$ cat config.mk
export PLATFORM = sky130hd
export DESIGN_NAME = result_streamer_flat
export DESIGN_NICKNAME = d
export VERILOG_FILES = /design/src/rtl/result_streamer_if.sv /design/src/rtl/result_streamer.sv /design/src/flat_wrapper.sv
export SDC_FILE = /design/constraint.sdc
export NUM_CORES = 1
export LEC_CHECK = 0
export CAP_MARGIN = 0
export CORE_MARGIN = 2
export CORE_UTILIZATION = 25
export DETAILED_ROUTE_END_ITERATION = 10
export HOLD_SLACK_MARGIN = 0.08
export PLACE_DENSITY = 0.53
export SLEW_MARGIN = 40
export SYNTH_ARGS = -nofsm -noshare
export SYNTH_HDL_FRONTEND = slang
export SYNTH_SLANG_ARGS = --single-unit
$ cat constraint.sdc
create_clock -name clk -period 3.7 [get_ports clk]
set_input_delay 0.555 -clock clk [delete_from_list [all_inputs] [get_ports clk]]
set_output_delay 0.555 -clock clk [all_outputs]
set_load 0.01 [all_outputs]
$ cat src/rtl/result_streamer_if.sv
// ============================================================================
//  Module      : result_streamer_if
//  Description : Handshake bundle between the result streamer, the result
//                BRAM read port, the compute unit and the downstream sink.
//                Optional sum outputs are present when RESULT_SUM_EN is set.
//  Revision    : 1.0 - initial release
// ============================================================================
`default_nettype none

interface result_streamer_if;
  logic        start;
  logic        busy;
  logic        rd_en;
  logic [7:0]  rd_addr;
  logic [31:0] rd_q;
  logic        out_valid;
  logic        out_ready;
  logic [31:0] out_data;
  logic        out_last;
  logic        done;
`ifdef RESULT_SUM_EN
  logic [31:0] sum_data;
  logic        sum_valid;

  // Streamer side: drives the BRAM read port and the output stream
  modport master (
    input  start, rd_q, out_ready,
    output busy, rd_en, rd_addr, out_valid, out_data, out_last, done,
    output sum_data, sum_valid
  );

  // Environment side: compute unit, BRAM and downstream sink
  modport slave (
    output start, rd_q, out_ready,
    input  busy, rd_en, rd_addr, out_valid, out_data, out_last, done,
    input  sum_data, sum_valid
  );
`else
  // Streamer side: drives the BRAM read port and the output stream
  modport master (
    input  start, rd_q, out_ready,
    output busy, rd_en, rd_addr, out_valid, out_data, out_last, done
  );

  // Environment side: compute unit, BRAM and downstream sink
  modport slave (
    output start, rd_q, out_ready,
    input  busy, rd_en, rd_addr, out_valid, out_data, out_last, done
  );
`endif
endinterface

`default_nettype wire

$ cat src/rtl/result_streamer.sv
// ============================================================================
//  Module      : result_streamer
//  Description : Drains an N*N result BRAM in row-major order into a
//                valid/ready stream. Reads are paced by a 2-entry skid FIFO
//                so that at most two words are ever buffered or in flight.
//                The FIFO head is bypassed from rd_q when the FIFO is empty,
//                which gives one word per cycle with a 2-cycle start latency.
//                Optional macro RESULT_SUM_EN adds a running modulo-2^32 sum
//                of accepted words (sum_data/sum_valid).
//  Revision    : 1.0 - initial release
// ============================================================================
`default_nettype none

module result_streamer #(
  parameter int N = 16
) (
  input  wire logic          clk,
  input  wire logic          rst,   // asynchronous, active-low
  result_streamer_if.master  bus
);

  localparam logic [8:0] c_TOTAL = 9'(N * N);
  localparam logic [8:0] c_LAST  = 9'(N * N - 1);

  localparam logic [1:0] c_S_IDLE = 2'd0;
  localparam logic [1:0] c_S_RUN  = 2'd1;
  localparam logic [1:0] c_S_FIN  = 2'd2;

  logic [1:0]  r_state;
  logic [1:0]  w_next_state;

  logic [8:0]  r_addr_cnt;    // next BRAM address to read
  logic [8:0]  r_out_cnt;     // index of the word currently at the stream head
  logic        r_inflight;    // a read was issued last cycle; rd_q is valid now
  logic [31:0] r_fifo [2];
  logic        r_wr_ptr;
  logic        r_rd_ptr;
  logic [1:0]  r_count;

  logic        w_accept;
  logic        w_run;
  logic        w_issue;
  logic        w_valid;
  logic [31:0] w_head;
  logic        w_last;
  logic        w_pop;
  logic        w_fifo_pop;
  logic        w_push;

  // State register
  always_ff @(posedge clk or negedge rst) begin
    if (!rst) begin
      r_state <= c_S_IDLE;
    end else begin
      r_state <= w_next_state;
    end
  end

  // Next-state logic: start only matters in IDLE; last-word handshake ends RUN
  always_comb begin
    w_next_state = r_state;
    case (r_state)
      c_S_IDLE: if (bus.start) w_next_state = c_S_RUN;
      c_S_RUN:  if (w_pop && w_last) w_next_state = c_S_FIN;
      c_S_FIN:  w_next_state = c_S_IDLE;
      default:  w_next_state = c_S_IDLE;
    endcase
  end

  // State-decoded outputs and read pacing
  always_comb begin
    w_accept = (r_state == c_S_IDLE) && bus.start;
    w_run    = (r_state == c_S_RUN);
    bus.busy = (r_state == c_S_RUN) || (r_state == c_S_FIN);
    bus.done = (r_state == c_S_FIN);
    // Buffered plus in-flight words may never exceed the FIFO depth of two
    w_issue  = w_run && (r_addr_cnt < c_TOTAL) &&
               (({1'b0, r_count} + {2'b00, r_inflight}) < 3'd2);
  end

  // Stream head: FIFO entries are older than the in-flight word, so the
  // in-flight word is only visible when the FIFO is empty
  always_comb begin
    w_valid    = (r_count != 2'd0) || r_inflight;
    w_head     = (r_count != 2'd0) ? r_fifo[r_rd_ptr] : bus.rd_q;
    w_last     = w_valid && (r_out_cnt == c_LAST);
    w_pop      = w_valid && bus.out_ready;
    w_fifo_pop = w_pop && (r_count != 2'd0);
    // An in-flight word consumed straight from rd_q bypasses the FIFO
    w_push     = r_inflight && !(w_pop && (r_count == 2'd0));

    bus.out_valid = w_valid;
    bus.out_data  = w_valid ? w_head : 32'd0;
    bus.out_last  = w_last;
    bus.rd_en     = w_issue;
    bus.rd_addr   = w_issue ? r_addr_cnt[7:0] : 8'd0;
  end

  // Address/word counters, in-flight tracking and the 2-entry FIFO
  always_ff @(posedge clk or negedge rst) begin
    if (!rst) begin
      r_addr_cnt <= 9'd0;
      r_out_cnt  <= 9'd0;
      r_inflight <= 1'b0;
      r_fifo[0]  <= 32'd0;
      r_fifo[1]  <= 32'd0;
      r_wr_ptr   <= 1'b0;
      r_rd_ptr   <= 1'b0;
      r_count    <= 2'd0;
    end else begin
      r_inflight <= w_issue;
      if (w_accept) begin
        r_addr_cnt <= 9'd0;
        r_out_cnt  <= 9'd0;
      end else begin
        if (w_issue) r_addr_cnt <= r_addr_cnt + 9'd1;
        if (w_pop)   r_out_cnt  <= r_out_cnt + 9'd1;
      end
      if (w_push) begin
        r_fifo[r_wr_ptr] <= bus.rd_q;
        r_wr_ptr         <= ~r_wr_ptr;
      end
      if (w_fifo_pop) r_rd_ptr <= ~r_rd_ptr;
      case ({w_push, w_fifo_pop})
        2'b10:   r_count <= r_count + 2'd1;
        2'b01:   r_count <= r_count - 2'd1;
        default: r_count <= r_count;
      endcase
    end
  end

`ifdef RESULT_SUM_EN
  logic [31:0] r_sum;

  // Running sum of accepted words, cleared when a new drain is accepted
  always_ff @(posedge clk or negedge rst) begin
    if (!rst) begin
      r_sum <= 32'd0;
    end else if (w_accept) begin
      r_sum <= 32'd0;
    end else if (w_pop) begin
      r_sum <= r_sum + w_head;
    end
  end

  // Sum is reported alongside the done pulse
  always_comb begin
    bus.sum_data  = r_sum;
    bus.sum_valid = (r_state == c_S_FIN);
  end
`endif

endmodule

`default_nettype wire
$ cat src/flat_wrapper.sv
// flat-port wrapper written by rule: the top's interface ports become plain ports
module result_streamer_flat 
#(
  parameter int N = 16
)
  (clk, rst, bus_start, bus_rd_q, bus_out_ready, bus_busy, bus_rd_en, bus_rd_addr, bus_out_valid, bus_out_data, bus_out_last, bus_done);
  result_streamer_if bus_i ();
  input  wire logic clk;
  input  wire logic rst;
  input wire logic [$bits(bus_i.start)-1:0] bus_start;
  input wire logic [$bits(bus_i.rd_q)-1:0] bus_rd_q;
  input wire logic [$bits(bus_i.out_ready)-1:0] bus_out_ready;
  output wire logic [$bits(bus_i.busy)-1:0] bus_busy;
  output wire logic [$bits(bus_i.rd_en)-1:0] bus_rd_en;
  output wire logic [$bits(bus_i.rd_addr)-1:0] bus_rd_addr;
  output wire logic [$bits(bus_i.out_valid)-1:0] bus_out_valid;
  output wire logic [$bits(bus_i.out_data)-1:0] bus_out_data;
  output wire logic [$bits(bus_i.out_last)-1:0] bus_out_last;
  output wire logic [$bits(bus_i.done)-1:0] bus_done;
  assign bus_i.start = bus_start;
  assign bus_i.rd_q = bus_rd_q;
  assign bus_i.out_ready = bus_out_ready;
  assign bus_busy = bus_i.busy;
  assign bus_rd_en = bus_i.rd_en;
  assign bus_rd_addr = bus_i.rd_addr;
  assign bus_out_valid = bus_i.out_valid;
  assign bus_out_data = bus_i.out_data;
  assign bus_out_last = bus_i.out_last;
  assign bus_done = bus_i.done;
  result_streamer #(.N(N)) u_core (.clk(clk), .rst(rst), .bus(bus_i));
endmodule
======== Word-level counts from Yosys, hierarchy flattened ========
Cells that the tools add are included.
storage, ports and cells
  bits in read-only memories .............. 0
  register bits after elaboration ......... 89
  output and inout port bits .............. 45
  RAM bits ................................ 0
  input bits .............................. 36
  bits in latches ......................... 0
  memories kept ........................... 0
  word-level logic and storage cells ...... 67
operators by class
  reduce and logical (&&, ||, !) cells .... 20
  div/mod/pow operators ................... 0
  mux-type cells .......................... 17
  $lt $le $gt $ge ......................... 5
  bitwise logic cells ..................... 4
  equal/unequal tests ..................... 7
  multiply operators ...................... 0
  add/subtract/negate cells ............... 5
  shift-type cells ........................ 0
operators by type and width
  operator                                                                      number
  32-bit two-way mux                                                            6
  64-bit bitwise mux                                                            1
  9-bit two-way mux                                                             4
  32-bit demux with 1-bit select                                                1
  9-bit by 1-bit adder with 9-bit output, second input constant                 2
  1-bit logical AND                                                             10
  9-bit by 8-bit == test with 1-bit output, second input constant               1
  9-bit less-than comparator, second input constant                             1
  8-bit two-way mux                                                             1
  2-bit one-hot mux with 2 select lines                                         2
  2-bit nonzero test                                                            4
  2-bit by 1-bit == test with 1-bit output, second input constant               2
  2-bit == test, second input constant                                          2
  2-bit >= comparator, second input constant                                    2
  2-bit logical NOT                                                             2
  2-bit two-way mux                                                             2
  2-bit inequality test, second input constant                                  2
  1-bit inverter with 2-bit output                                              2
  2-bit by 1-bit adder with 3-bit output                                        1
  3-bit by 2-bit less-than comparator with 1-bit output, second input constant  1
  2-bit by 1-bit adder with 2-bit output, second input constant                 1
  1-bit logical OR                                                              2
  2-bit by 1-bit less-than comparator with 1-bit output, second input constant  1
  1-bit inverter                                                                2
  3 further kinds                                                               3

======== Longest topological paths before layout ========
  word-level depth ........................ 8
  gate-level depth with buffers ........... 8

======== Worst setup path after synthesis ========
No wires, ideal clock.
  path type ............................... reg2out
  from .................................... register u_core.r_count[0]
  to ...................................... output bus_out_data[10]
  arrival ................................. 1277 ps
  setup slack ............................. 1868 ps
  required time ........................... 3145 ps
  stages on the path, launching flop included .. 7
  cell sequence ........................... dfrtp_1 buf_6 nor2_4 buf_2 buf_2 nand3_1 o21ai_0
on the way
  word-level cells in the longest chain between the ends .. 3
ends and longest elaborated chain
  item                                                           RTL line                                      text
  start, declared                                                result_streamer.sv:38                         logic [1:0] r_count;
  start signal, assigned                                         result_streamer.sv:125                        2'b10: r_count <= r_count + 2'd1;
  start signal, assigned                                         result_streamer.sv:126                        2'b01: r_count <= r_count - 2'd1;
  start signal, assigned                                         result_streamer.sv:127                        default: r_count <= r_count;
  2-bit nonzero test (*)                                         result_streamer.sv:84, result_streamer.sv:85
  32-bit two-way mux / 1-bit logical OR (equally long branches)  result_streamer.sv:85, result_streamer.sv:84
  32-bit two-way mux (*)                                         result_streamer.sv:93                         bus.out_data = w_valid ? w_head : 32'd0;
  end, declared                                                  flat_wrapper.sv:17                            output wire logic [$bits(bus_i.out_data)-1:0] bus_out_data;
Mark *: on every way between the ends. The rest lies on a longest branch, timed or not.

======== Final worst setup path ========
  from .................................... register u_core.r_rd_ptr
  to ...................................... output bus_out_data[17]
on the way
  word-level cells in the longest chain between the ends .. 6
ends and longest elaborated chain
  item                                                    RTL line                text
  start, declared                                         result_streamer.sv:37   logic r_rd_ptr;
  start signal, assigned                                  result_streamer.sv:123  if (w_fifo_pop) r_rd_ptr <= ~r_rd_ptr;
  1-bit inverter with 2-bit output (implied by the code)  result_streamer.sv:85   w_head = (r_count != 2'd0) ? r_fifo[r_rd_ptr] : bus.rd_q;
  32-bit two-way mux (implied by the code) (3 in a row)   result_streamer.sv:85
  32-bit two-way mux                                      result_streamer.sv:85
  32-bit two-way mux                                      result_streamer.sv:93
Every way passes these cells. The select of a mux whose other input is x is not followed.

==> results.md <==
* Status: completed
* Fin. Hold Viols at 0
* Synthesized flop and latch total at between 80 and 90
* Vias in the first global route at 3,527
* Synth warnings at 0
* Post-synth top area share at between 40% and 50%
* Cell area after layout at approximately 0.006 mm^2
* Max-cap viol count at 0
* Fraction of registers with async set/reset at 100.0%
* Pleak at ~2.5 nW
* Placed Instances at ~680
* Postcts setup bufs at 0
* Mapped cell area at 0.004668 mm^2
* I/O pin count at 81
* Setup TNS at 0 ns
* CTS tree: yes
* Core area at roughly 0.018 mm^2
* Worst slew margin at approximately 50%
* Critical Path End Type: output port
* Final hold slack at ~0.17 ns
* Syn Nets at 440
* Core utilization of the finished layout at between 30% and 40%
* Sequential-to-total area share from yosys stat at approximately 48%
* Num CTS Buffers at 9
* First-pass GRT wire length at about 18,000 um
* Slew Viols, Final at 0
* Max Fanout on Critical Path at 29
* Layout Cells excl Fill at 700
* Routability cong. at between 0.7 and 0.8
* Placed Area at 0.005648 mm^2
* Tmin final at roughly 2.8 ns
* DR DRC count at 0
* Final HPWL DP at between 7000 and 8000 um
* RSZ-0062 raised after global routing: false
* Router iterations before antenna repair at 4
* Peak supply drop at 0.3616 mV
* Leading post-synthesis cells by cell area: dfrtp_1 48%, mux2_4 9.6%, mux2_2 8.4%
* Grt total ovfl at 0
* DIE HEIGHT at about 140 um
* Clk_skew at slightly below 0.006 ns
* Root Buffer: clkbuf_16
* Worst path arrival time at 2.25 ns
* Drt first-iter violations at 122
* Power Density at 899.2 mW/mm^2
* Post-synthesis cell type count at 38
* Yosys top cell by area: dfrtp_1
* Top-count cell post-synth: dfrtp_1
* Fmax at about 360 MHz
* Global-route usage over all layers at a little under an eighth
* Pin count of the biggest net entering global routing at 39
* Path type of the worst min-delay path: input pin to async pin
* Htree depth at 3
* CP required at roughly 3.1 ns
* Reg clk slew, reported paths at 0.07 ns
* DRT antenna net count at 0
* Worst skew pair latency at ~0.34 ns
* TritonCTS Sinks at just under 90
* Hold-fix buffers, CTS at 0
* Final wirelength at 11,080 um
* Syn Area/Cell at ~12 um^2
* List of most frequent post-synthesis cells: 89 x dfrtp_1, 38 x nand3_1, 37 x o21ai_0
* Gates resized, CTS repair at 0
* Clock buffer depth at 2
* Setup violations, final at 0
* Mapped Cells at 395
* Tcrit/Tclk final at 75.77%
* Area growth syn-to-layout at 28.01%
* Tightest Pin Transition at approximately 0.75 ns
* Post-synth EDFFs at 0
* I/O Buffers at 80
* CP startpoint kind: register
* Die Wd at 140.7 um
* Nets at a little over 500
* Crit Path Class: register to output port
* Via density at roughly 4.7
* Top FF cell, synth: dfrtp_1
* Die ar. at ~0.02 mm^2
* ANT cells at 0
* Via count at 3,291
* Initial antenna violation count at 0
* # rows at between 40 and 50
* Initial Utilization at between 20% and 30%
* DR WL/cell at ~16 um
* Layout cells sized above 1 at 20.17%
[report_power, final]
group	switching [mW]	internal, mW
sequential	0.365	1.41
clock	0.408	0.600
combinational	1.12	1.47
[area by class of cell]
class / count / area (um^2)
Tap cell: 229 / 286.5
Timing Repair Buffer: 88 / 858.3
Clock inverter: 7 / 102.6
Fill cell: 1803 / 12170
Multi-Input combinational cell: 269 / 2238
Inverter: 9 / 33.78
Sequential cell: 89 / 2231
Clock buffer: 9 / 225.2
[through the flow]
| stage | power [mW] | setup WS (ns) |
|---|---|---|
| 2_1_floorplan | 3.361 | 1.868 |
| 3_3_place_gp | 4.345 | 1.025 |
| 3_5_place_dp | 4.413 | 1.221 |
| 4_1_cts | 5.457 | 0.8690 |
| 5_1_grt | 5.753 | 0.7205 |
| 6_report | 5.373 | 0.8966 |
[placed cells by master (no fill, tap or decap), types with 4 or more instances in the layout]
cell and count:
or4_1 7, xnor2_1 4, clkbuf_16 9, nand2_1 10, mux2_2 35, mux2i_1 34, nand3_1 38, dfrtp_1 88
ha_1 9, clkdlybuf4s50_1 79, o31ai_1 7, mux2_4 30, a21oi_1 15, buf_4 9, o21ai_0 37, or3_1 4
inv_1 9, nor2_1 5, and3_1 6
[final timing paths]
| check | startpoint | to | slack (ns) | depth (start not counted) |
|---|---|---|---|---|
| hold reg to reg | u_core.r_fifo[39]$_DFFE_PN0P_ | u_core.r_fifo[39]$_DFFE_PN0P_ | 0.49 | 1 |
| min in group clk | u_core.r_fifo[39]$_DFFE_PN0P_ | u_core.r_fifo[39]$_DFFE_PN0P_ | 0.49 | 1 |
| hold / removal | rst | u_core.r_fifo[39]$_DFFE_PN0P_ | 0.17 | 1 |
| setup reg to reg | u_core.r_count[0]$_DFFE_PN0P_ | u_core.r_fifo[27]$_DFFE_PN0P_ | 1.53 | 4 |
| max in group asynchronous | rst | u_core.r_fifo[56]$_DFFE_PN0P_ | 2.72 | 2 |
| setup / recovery | u_core.r_rd_ptr$_DFFE_PN0P_ | bus_out_data[17] | 0.90 | 4 |
[routing by layer]
layer / vias to the layer above / track usage (%) / routed length (um)
met4: 0 / 3.316 / 124
met3: 10 / 3.499 / 526
met2: 59 / 19.31 / 5265
met5: - / 0 / 0
li1: 1575 / - / -
met1: 1647 / 14.62 / 5159
[logic make-up after synthesis]
logic type      after synthesis  synth area share (%)
mux                         100                 25.62
flops                        89                 47.71
simple gates                 86                 9.997
compound gates               68                 8.684
buf+inv                      37                 4.449
fa+ha+maj                     9                 2.412
xor+xnor                      6                 1.126
[flip-flops by register name (all words and copies together) (netlist names)]
register	count
u_core.r_fifo	64
u_core.r_state	2
u_core.r_wr_ptr	1
u_core.r_rd_ptr	1
u_core.r_count	2
u_core.r_out_cnt	9
u_core.r_inflight	1
u_core.r_addr_cnt	9
[worst max-delay path, stage by stage, from the launching register on]
cell and delay [ns]:
dfrtp_4 0.81, buf_4 0.26, mux2i_1 0.08, o21ai_0 0.16, clkdlybuf4s50_1 0.58
Note: power is estimated with default switching activity, not from simulation.
